==> config.mk <==
export PLATFORM = sky130hd
export DESIGN_NAME = fft_frame_sequencer_flat
export DESIGN_NICKNAME = d
export VERILOG_FILES = /design/src/rtl/fft_frame_sequencer_if.sv /design/src/rtl/fft_frame_sequencer.sv /design/src/flat_wrapper.sv
export SDC_FILE = /design/constraint.sdc
export NUM_CORES = 1
export LEC_CHECK = 0
export ABC_AREA = 1
export CORE_MARGIN = 5
export CORE_UTILIZATION = 60
export DETAILED_ROUTE_END_ITERATION = 16
export DONT_BUFFER_PORTS = 1
export PLACE_DENSITY = 0.79
export SYNTH_ARGS = -nofsm -noshare
export SYNTH_HDL_FRONTEND = slang
export SYNTH_SLANG_ARGS = --single-unit
==> constraint.sdc <==
create_clock -name clk -period 5.3 [get_ports clk]
set_input_delay 1.06 -clock clk [delete_from_list [all_inputs] [get_ports clk]]
set_output_delay 1.06 -clock clk [all_outputs]
set_load 0.05 [all_outputs]
==> src/rtl/fft_frame_sequencer_if.sv <==
// Sample-stream, stage-1 request/response and status signals of the FFT front-end sequencer.
interface fft_frame_sequencer_if #(parameter int Q_IN = 15);
  logic                sample_valid;
  logic signed [Q_IN:0] sample_in;
  logic                req;
  logic                done_in;
  logic                valid_packet;
  logic                valid_out;
  logic signed [Q_IN:0] data_out;
  logic [3:0]          addr_out;
  logic                busy;
  logic [7:0]          frame_count;
  logic [7:0]          drop_count;

  modport master (
    output sample_valid, sample_in, req, done_in,
    input  valid_packet, valid_out, data_out, addr_out, busy, frame_count, drop_count
  );

  modport slave (
    input  sample_valid, sample_in, req, done_in,
    output valid_packet, valid_out, data_out, addr_out, busy, frame_count, drop_count
  );
endinterface

==> src/rtl/fft_frame_sequencer.sv <==
// Buffers an N-sample frame, announces it to stage 1, then serves it in bit-reversed
// order one sample per request (1-cycle latency); holds off new frames until done_in.
module fft_frame_sequencer #(
  parameter int Q_IN  = 15,
  parameter int N     = 8,
  parameter int LOG2N = 3
) (
  input logic                  clk,
  input logic                  reset,
  fft_frame_sequencer_if.slave io
);

  typedef enum logic [1:0] {FILL, ANNOUNCE, SERVE, WAIT_DONE} state_t;

  state_t               state, state_nxt;
  logic signed [Q_IN:0] sample_buf [N];
  logic [LOG2N-1:0]     wr_ptr, rd_cnt;
  logic                 accept, serve, drop, last_wr, last_rd, frame_done;

  function automatic logic [LOG2N-1:0] bitrev(input logic [LOG2N-1:0] a);
    logic [LOG2N-1:0] r;
    for (int i = 0; i < LOG2N; i++) r[i] = a[LOG2N-1-i];
    return r;
  endfunction

  always_ff @(posedge clk) begin
    if (reset) state <= FILL;
    else       state <= state_nxt;
  end

  always_comb begin
    accept     = (state == FILL) && io.sample_valid;
    serve      = (state == SERVE) && io.req;
    drop       = (state != FILL) && io.sample_valid;
    frame_done = (state == WAIT_DONE) && io.done_in;
    last_wr    = (wr_ptr == LOG2N'(N-1));
    last_rd    = (rd_cnt == LOG2N'(N-1));
    state_nxt  = state;
    case (state)
      FILL:      if (accept && last_wr) state_nxt = ANNOUNCE;
      ANNOUNCE:  state_nxt = SERVE;
      SERVE:     if (serve && last_rd) state_nxt = WAIT_DONE;
      WAIT_DONE: if (io.done_in) state_nxt = FILL;
      default:   state_nxt = FILL;
    endcase
  end

  // Buffer contents survive reset; only the pointers decide what is valid.
  always_ff @(posedge clk) begin
    if (accept) sample_buf[wr_ptr] <= io.sample_in;
  end

  always_ff @(posedge clk) begin
    if (reset) begin
      wr_ptr         <= '0;
      rd_cnt         <= '0;
      io.valid_out   <= 1'b0;
      io.data_out    <= '0;
      io.addr_out    <= '0;
      io.frame_count <= '0;
      io.drop_count  <= '0;
    end else begin
      io.valid_out <= serve;
      if (accept) wr_ptr <= last_wr ? '0 : wr_ptr + LOG2N'(1);
      if (serve) begin
        io.data_out <= sample_buf[bitrev(rd_cnt)];
        io.addr_out <= 4'(rd_cnt);
        rd_cnt      <= last_rd ? '0 : rd_cnt + LOG2N'(1);
      end
      if (frame_done) io.frame_count <= io.frame_count + 8'd1;
      if (drop && io.drop_count != 8'hFF) io.drop_count <= io.drop_count + 8'd1;
    end
  end

  assign io.valid_packet = (state == ANNOUNCE);
  assign io.busy         = (state != FILL);

endmodule
==> src/flat_wrapper.sv <==
// flat-port wrapper written by rule: the top's interface ports become plain ports
module fft_frame_sequencer_flat 
#(
  parameter int Q_IN  = 15,
  parameter int N     = 8,
  parameter int LOG2N = 3
)
  (clk, reset, io_sample_valid, io_sample_in, io_req, io_done_in, io_valid_packet, io_valid_out, io_data_out, io_addr_out, io_busy, io_frame_count, io_drop_count);
  fft_frame_sequencer_if #(.Q_IN(Q_IN)) io_i ();
  input logic clk;
  input logic reset;
  input wire logic [$bits(io_i.sample_valid)-1:0] io_sample_valid;
  input wire logic [$bits(io_i.sample_in)-1:0] io_sample_in;
  input wire logic [$bits(io_i.req)-1:0] io_req;
  input wire logic [$bits(io_i.done_in)-1:0] io_done_in;
  output wire logic [$bits(io_i.valid_packet)-1:0] io_valid_packet;
  output wire logic [$bits(io_i.valid_out)-1:0] io_valid_out;
  output wire logic [$bits(io_i.data_out)-1:0] io_data_out;
  output wire logic [$bits(io_i.addr_out)-1:0] io_addr_out;
  output wire logic [$bits(io_i.busy)-1:0] io_busy;
  output wire logic [$bits(io_i.frame_count)-1:0] io_frame_count;
  output wire logic [$bits(io_i.drop_count)-1:0] io_drop_count;
  assign io_i.sample_valid = io_sample_valid;
  assign io_i.sample_in = io_sample_in;
  assign io_i.req = io_req;
  assign io_i.done_in = io_done_in;
  assign io_valid_packet = io_i.valid_packet;
  assign io_valid_out = io_i.valid_out;
  assign io_data_out = io_i.data_out;
  assign io_addr_out = io_i.addr_out;
  assign io_busy = io_i.busy;
  assign io_frame_count = io_i.frame_count;
  assign io_drop_count = io_i.drop_count;
  fft_frame_sequencer #(.Q_IN(Q_IN), .N(N), .LOG2N(LOG2N)) u_core (.clk(clk), .reset(reset), .io(io_i));
endmodule
======== Word level (Yosys, flattened, before mapping) ========
Memory sizes are Yosys's and may differ from the RTL's. A register that Yosys moved wholly into a read port is not among the register bits.
Index checks and enable logic that the tools add are counted.
operators by class
  add/sub/neg operators ................... 4
  multipliers ............................. 0
  div/mod/pow operators ................... 0
  order comparisons ....................... 0
  equal/unequal tests ..................... 9
  shift operators ......................... 0
  multiplexer cells ....................... 8
  bitwise logic cells ..................... 0
  reductions and logical operators ........ 10
operators with widths
  cell                                            number
  adder 8 x 1 -> 8 bit (second input constant)    2
  != test 8 bit (second input constant)           1
  case mux 2 bit (4 select lines)                 1
  logical AND 1 bit                               7
  adder 3 x 1 -> 3 bit (second input constant)    2
  == test 3 bit (second input constant)           2
  two-way mux 2 bit                               3
  two-way mux 3 bit                               2
  != test 2 bit (second input constant)           3
  == test 2 bit (second input constant)           2
  AND reduction 3 bit                             1
  == test 2 x 1 -> 1 bit (second input constant)  1
  logical NOT 2 bit                               1
  two-way mux 1 bit                               2
  nonzero test 2 bit                              1
word-level totals
  bits in registers ....................... 28
  latch bits .............................. 0
  RAM bits ................................ 128
  memory bits (read-only) ................. 0
  input port bits ......................... 21
  output and inout bits ................... 39
  word-level logic and storage cells ...... 39
  memories kept ........................... 1
memories
  name               depth  bits a word  rd ports  clocked after Yosys merged registers in  wr ports  line                       text
  u_core.sample_buf  8      16           1         1                                        1         fft_frame_sequencer.sv:16  logic signed [Q_IN:0] sample_buf [N];

======== Logic depth before layout (Yosys ltp) ========
Gate-level depths: netlist (run 1).
  depth after elaboration ................. 5
  depth in mapped cells ................... 10
  gate-level depth less buffers ........... 9

======== Least setup slack after synthesis (run 1) ========
OpenSTA, ideal clock, no wires.
  path type ............................... input-to-reg
  start point ............................. input port io_sample_valid
  end point ............................... memory u_core.sample_buf[1][0] (netlist name) (enable)
  library setup time ...................... 388 ps
  arrival time ............................ 2072 ps
  required time ........................... 4912 ps
  slack ................................... 2840 ps
  stages .................................. 4
  path buffers ............................ 0
  cell sequence ........................... nand2_1 nor2_1 inv_1 nor2_1
between the ends
  longest elaborated chain between the ends .. 3
ends and longest elaborated chain
  element                                  line                       text
  start: declaration                       flat_wrapper.sv:12         input wire logic [$bits(io_i.sample_valid)-1:0] io_sample_valid;
  logical AND 1 bit                        fft_frame_sequencer.sv:32  accept = (state == FILL) && io.sample_valid;
  two-way mux 1 bit                        fft_frame_sequencer.sv:50  if (accept) sample_buf[wr_ptr] <= io.sample_in;
  two-way mux 1 bit (implied by the code)  fft_frame_sequencer.sv:50
  end: declaration                         fft_frame_sequencer.sv:16
No other way between the ends.

======== Worst setup path after layout (run 1) ========
  start point ............................. register u_core.state[0]
  end point ............................... output port io_busy
between the ends
  longest elaborated chain between the ends .. 1
ends and longest elaborated chain
  element                   line                       text
  start: declaration        fft_frame_sequencer.sv:15  state_t state, state_nxt;
  start signal: assignment  fft_frame_sequencer.sv:28  else state <= state_nxt;
  nonzero test 2 bit        fft_frame_sequencer.sv:76  assign io.busy = (state != FILL);
  end: declaration          flat_wrapper.sv:20         output wire logic [$bits(io_i.busy)-1:0] io_busy;
No other way between the ends.

==> flow_summary.json, run 1 <==
{
  "synth_flop_cell": "edfxtp_1",
  "grt_pass1_wl_um": 24100,
  "cp_cell_sequence": "inv_1, ha_1, inv_1",
  "ctsResizeCount": 0,
  "combPwrFrac_pct": 14.5,
  "cts_buffer_depth": 2,
  "ys_seq_elements": 172,
  "ys.warnings.count": 0,
  "die-width_um": 120,
  "criticalPathCategory": "reg -> out",
  "grt_use_total_pct": 21.8,
  "power_leakage_nw": 3.35,
  "min_from": "u_core.wr_ptr[2]$_SDFFE_PP0P_",
  "timing.fmax_ghz": 0.391,
  "critPathCaptureType": "primary output",
  "outcome": "finished, final reports clean",
  "p_int_mw": 2.37,
  "vias": 4946,
  "async_flop_share_pct": 0,
  "grt_pass1_vias": 4892,
  "drive_gt1_share_pct": 6.33,
  "fin_nets": 777,
  "seq_area_frac_synth_pct": 65.0,
  "syn-num-nets": 778,
  "final_area_sq_um": 7900,
  "synthDistinctLibCells": 26,
  "area_growth_pct": 8.65,
  "numCtsBuffers": 17,
  "synth_edf_count": 128,
  "tightest_slew_ns": 1.14,
  "grt_remaining_overflow": 0,
  "yosys-top-cells-count": "232 x nand2_1, 128 x edfxtp_1, 109 x inv_1",
  "netlist_top_cells_area": "edfxtp_1 53%, dfxtp_1 12%, nand2_1 12%",
  "cp.required_ns": 4.24,
  "critical-path-top-delay-family": "buffers and inverters",
  "drt-total-wl_um": 15000,
  "start_util_pct": 60.8,
  "critical_path.startpoint": "u_core.state[0]$_SDFFE_PP0P_",
  "rsz0062_at_grt": "no",
  "crit_slowest_cell": "dfxtp_1",
  "synth_top_area_cell": "edfxtp_1",
  "postCtsSetupRepairBufs": 0,
  "insertion_delay_ns": 0.43,
  "pre_cts_slack_ns": 2.90,
  "ant_nets": 0,
  "n_antenna_cell": 0,
  "die-area_sq_um": 14400,
  "grt_max_degree": 67,
  "irDropWorstVdd_uv": 267,
  "h-tree-depth": 4,
  "p_seq_share_pct": 51.4,
  "hold_buffers": 0,
  "cts-root-buf": "clkbuf_16",
  "place_congestion": 0.762,
  "drc": 0,
  "finalCritPeriodShare_pct": 48.3,
  "regToRegSetupSlack_ns": 3.21,
  "cp-start-kind": "flop",
  "syn_area_per_cell_sq_um": 9.75,
  "power.density_nw_per_um2": 428,
  "io_pins": 60,
  "worst_hold_slack_ns": 0.556,
  "switching_share_pct": 30.0,
  "routed_via_density": 5.47,
  "postPlaceCellArea_sq_um": 7350,
  "synth.most_common_cell": "nand2_1",
  "maxSlewHeadroom_pct": 24.3,
  "worstReg2RegStart": "u_core.state[0]$_SDFFE_PP0P_",
  "clockPowerShare_pct": 34.0,
  "core.rowCount": 40,
  "netlist.area_leader.share_pct": 52.9,
  "clkTransAtPathRegs_ns": 0.06,
  "cts_sinks": 172,
  "die_h_um": 120,
  "cts_tree": "yes",
  "setup_slack_ns": 2.74,
  "min_path_type": "reg -> reg",
  "cpPeakStageDelay_ns": 0.37,
  "path_common_cell": "inv_1",
  "path_buf_inv": 2,
  "crit_fanout": 4,
  "min_period_ns": 2.56,
  "drt_iter0_drc": 336,
  "synth_area_sq_um": 7270,
  "power_switching_mw": 1.01,
  "design.core.area_sq_um": 12000,
  "drv_cap": 0,
  "setup_tns_ns": 0,
  "hold_violations": 0,
  "finalSetupViolCount": 0,
  "worst_ep_arrival_time_ns": 1.50,
  "hpwl_um": 8700,
  "dr.pass1.iters": 6,
  "synth_cells": 746,
  "numPortBuffers": 0,
  "skew_ns": 0.00715,
  "post_drt_wl_per_cell_um": 16.6,
  "slew_violations": 0,
  "antenna_found_initial": 0
}
-- worst paths after layout --
kind | to | cells after the start
max | io_busy | 3
min | u_core.wr_ptr[2]$_SDFFE_PP0P_ | 2
max reg2reg | u_core.io.data_out[14]$_SDFFE_PP0P_ | 8
min reg2reg | u_core.wr_ptr[2]$_SDFFE_PP0P_ | 2
-- cell type report --
class / count / area, sq um
flip-flops and latches: 172 / 4730
fillers: 854 / 4060
multi-input cells: 432 / 1940
clock buffers: 18 / 429
inverters: 112 / 420
well taps: 147 / 184
clock inverters: 14 / 123
repair buffers: 10 / 75.1
-- cell usage in the layout, fill, tap and decap left out, types with 2 or more instances in the layout --
cell type / netlist / layout
nand2_1: 232 / 232
edfxtp_1: 128 / 128
inv_1: 109 / 109
nand3_1: 107 / 107
dfxtp_1: 44 / 43
nor2_1: 36 / 36
clkbuf_16: 0 / 17
a21oi_1: 15 / 15
ha_1: 11 / 11
buf_4: 8 / 10
o21ai_0: 9 / 9
nand4_1: 6 / 6
nor3_1: 5 / 5
clkinvlp_4: 0 / 5
inv_2: 3 / 3
clkinv_4: 0 / 3
clkinv_1: 0 / 3
nand2_2: 2 / 2
nor2_4: 2 / 2
inv_6: 0 / 2
-- through the flow --
stage	std cells	util, %	total power [mW]
floorplan	746	-	2.14
global placement	873	61.4	2.23
detailed placement	873	61.4	2.26
CTS	905	66.1	3.39
global route	905	66.1	3.54
finish	905	66.1	3.38
-- sequential cells by signal, summed over array words and instances (netlist names) --
| name | flops |
|---|---|
| u_core.sample_buf | 128 |
| u_core.io.data_out | 16 |
| u_core.io.drop_count | 8 |
| u_core.io.frame_count | 8 |
| u_core.io.addr_out | 3 |
| u_core.rd_cnt | 3 |
| u_core.wr_ptr | 3 |
| u_core.state | 2 |
| u_core.io.valid_out | 1 |
-- metal layers --
metal	track usage, %	share of wire [%]
met5	0	0
met4	8.95	1.6
met3	7.96	9.7
met2	36.2	50
met1	25.7	39
-- power groups by stage --
stage          sequential (mW)  clock (mW)  combinational [mW]
3_3_place_gp              1.76           0               0.463
6_report                  1.74        1.15               0.492
3_5_place_dp              1.77           0               0.489
5_1_grt                   1.75        1.23               0.562
4_1_cts                   1.74        1.16               0.494
2_1_floorplan             1.75           0               0.390
-- cell families after synthesis --
group	count (synthesis)	share of synthesized area, %
buffers and inverters	142	8.29
AND/OR/NAND/NOR	393	22.8
XOR/XNOR	1	0.120
adder cells (fa/ha/maj)	11	1.89
AO/OA/AOI/OAI	26	1.86
flip-flops	172	65.0
other	1	0.0516
-- tightest hold or removal path: stages, from the launching register on --
cell and delay [ns]:
dfxtp_1 0.35, inv_1 0.10, a21oi_1 0.06
No activity file was read; power rests on OpenSTA's default activity.
==> run 2: changes to the inputs <==
==> constraint.sdc (replaced) <==
create_clock -name clk -period 2.4 [get_ports clk]
set_input_delay 0.48 -clock clk [delete_from_list [all_inputs] [get_ports clk]]
set_output_delay 0.48 -clock clk [all_outputs]
set_load 0.05 [all_outputs]
==> run 2 against run 1 <==
Worst setup slack got worse by 2.3 ns. Wire length up 2.6%. Combinational power grew 140%. Count of clock-buffer cells in the layout up 3. Critical endpoint unchanged. Clock skew rose by 0.0023 ns. Final cell count grew 1.7%. First-iteration DRC count rose by 37%. Critical path depth stayed put. Global-route usage is 0.30 points higher. Total power rose by 130%. Via count increased by 2.0%. Sequential cell count is the same.
==> flow_summary.json, run 2 (synthesis gave the netlist of run 1 again) <==
{
  "multi_input_area_sq_um": 1940,
  "drt-total-wl_um": 15400,
  "io_pins": 60,
  "timing.fmax_ghz": 0.500,
  "endpoint": "io_busy",
  "maxSlewHeadroom_pct": 52.6,
  "hold_buffers": 0,
  "skew_ns": 0.00945,
  "vias": 5043,
  "area_growth_pct": 11.4,
  "largest_reg_flops": 128,
  "tightest_slew_ns": 0.710,
  "critical_path.startpoint": "u_core.state[1]$_SDFFE_PP0P_",
  "setup_slack_ns": 0.401,
  "die_h_um": 120,
  "reg2regPathDepth": 7,
  "power.density_nw_per_um2": 969,
  "ctsResizeCount": 0,
  "cp.required_ns": 1.92,
  "min_path_type": "in -> reg",
  "cts_buffer_depth": 2,
  "ant_nets": 0,
  "antenna_found_initial": 0,
  "power_leakage_nw": 3.48,
  "finalCritPeriodShare_pct": 83.3,
  "path_common_cell": "inv_1",
  "regToRegSetupSlack_ns": 0.50,
  "cpPeakStageDelay_ns": 0.37,
  "criticalPathCategory": "reg -> out",
  "utilization_pct": 67.7,
  "core.rowCount": 40,
  "grt_remaining_overflow": 0,
  "worstReg2RegStart": "u_core.state[1]$_SDFFE_PP0P_",
  "r2r_end": "u_core.sample_buf[7][3]$_DFFE_PP_",
  "critPathCaptureType": "primary output",
  "dr.pass1.iters": 4,
  "final_area_sq_um": 8100,
  "cts_sinks": 172,
  "h-tree-depth": 4,
  "numPortBuffers": 0,
  "cp-start-kind": "flop",
  "drv_cap": 0,
  "post_drt_wl_per_cell_um": 16.7,
  "hpwl_um": 9370,
  "cp_cell_sequence": "inv_1, ha_1, inv_1",
  "n_antenna_cell": 0,
  "drive_gt1_share_pct": 8.28,
  "pre_cts_slack_ns": 0.546,
  "final_cell_mix": "232 x nand2_1, 128 x edfxtp_1, 109 x inv_1, 107 x nand3_1, 43 x dfxtp_1",
  "irDropWorstVdd_uv": 667,
  "crit_fanout": 4,
  "grt_pass1_wl_um": 24400,
  "layout_commonest_cell": "nand2_1",
  "worst_hold_slack_ns": 0.109,
  "place_congestion": 0.842,
  "routed_via_density": 5.48,
  "clkTransAtPathRegs_ns": 0.06,
  "cts_tree": "yes",
  "die-area_sq_um": 14400,
  "ff_latch_area_sq_um": 4730,
  "cts-root-buf": "clkbuf_16",
  "crit_slowest_cell": "dfxtp_1",
  "rsz0062_at_grt": "no",
  "drt_iter0_drc": 461,
  "grt_max_degree": 65,
  "fillers": 835,
  "worst_ep_arrival_time_ns": 1.52,
  "slew_violations": 0,
  "setup_tns_ns": 0,
  "min_period_ns": 2.00,
  "postPlaceCellArea_sq_um": 7470,
  "fin_nets": 792,
  "hold_violations": 0,
  "postCtsSetupRepairBufs": 0,
  "grt_use_total_pct": 22.1,
  "start_util_pct": 60.8,
  "design.core.area_sq_um": 12000,
  "finalSetupViolCount": 0,
  "die-width_um": 120,
  "top_register": "u_core.sample_buf",
  "numCtsBuffers": 17,
  "outcome": "finished, final reports clean",
  "insertion_delay_ns": 0.43,
  "drc": 0,
  "largestRegisters": "u_core.sample_buf: 128 flops, u_core.io.data_out: 16 flops",
  "grt_pass1_vias": 4939
}
run 2: cell types whose count changed in the layout (fill, tap and decap cells not counted), moves of 2 or more:
cell	delta
clkinvlp_4	-3
inv_6	-2
bufinv_16	+3
clkbuf_8	+2
clkinv_2	+2
buf_4	+14
clkinv_1	-2
run 2: worst min path at each step:
stage,slack [ns],startpoint,to,depth (start not counted)
final,0.11,reset,u_core.io.drop_count[0]$_SDFFE_PP0P_,1
after global routing,0.09,reset,u_core.io.valid_out$_SDFF_PP0_,1
after CTS,0.1,reset,u_core.io.valid_out$_SDFF_PP0_,1
after detailed placement,0.54,u_core.wr_ptr[0]$_SDFFE_PP0P_,u_core.wr_ptr[0]$_SDFFE_PP0P_,2
after global placement,0.51,u_core.io.frame_count[0]$_SDFFE_PP0P_,u_core.io.frame_count[0]$_SDFFE_PP0P_,2
after floorplan,0.49,u_core.wr_ptr[2]$_SDFFE_PP0P_,u_core.wr_ptr[2]$_SDFFE_PP0P_,2
run 2: metrics by stage:
stage / cells / power, mW
floorplan: 746 / 4.72
global placement: 888 / 4.96
detailed placement: 888 / 5.03
CTS: 920 / 7.87
global route: 920 / 8.18
finish: 920 / 7.85
run 2: per-layer routing:
layer	track usage (%)	wire, um	up-vias
li1	-	-	2435
met1	26.0	6150	2377
met2	36.2	7500	203
met3	8.62	1400	28
met4	9.45	324	0
met5	0	0	-
run 2: cell type report:
class | count | share of cell area [%]
multi-input cells | 432 | 24.0
clock inverters | 11 | 2.05
flip-flops and latches | 172 | 58.3
well taps | 147 | 2.27
clock buffers | 21 | 5.68
repair buffers | 25 | 2.47
inverters | 112 | 5.19
run 2: critical path, delay by kind of cell (launching register included):
| family | cells | cell delay (ns) |
|---|---|---|
| buffers and inverters | 2 | 0.46 |
| adders and majority gates | 1 | 0.25 |
| DFF | 1 | 0.37 |
run 2: where the power goes:
group | internal [mW] | total, mW | switching, mW
Combinational | 0.343 | 1.18 | 0.839
Sequential | 3.50 | 3.81 | 0.308
Clock | 1.79 | 2.86 | 1.07
Total | 5.63 | 7.85 | 2.22
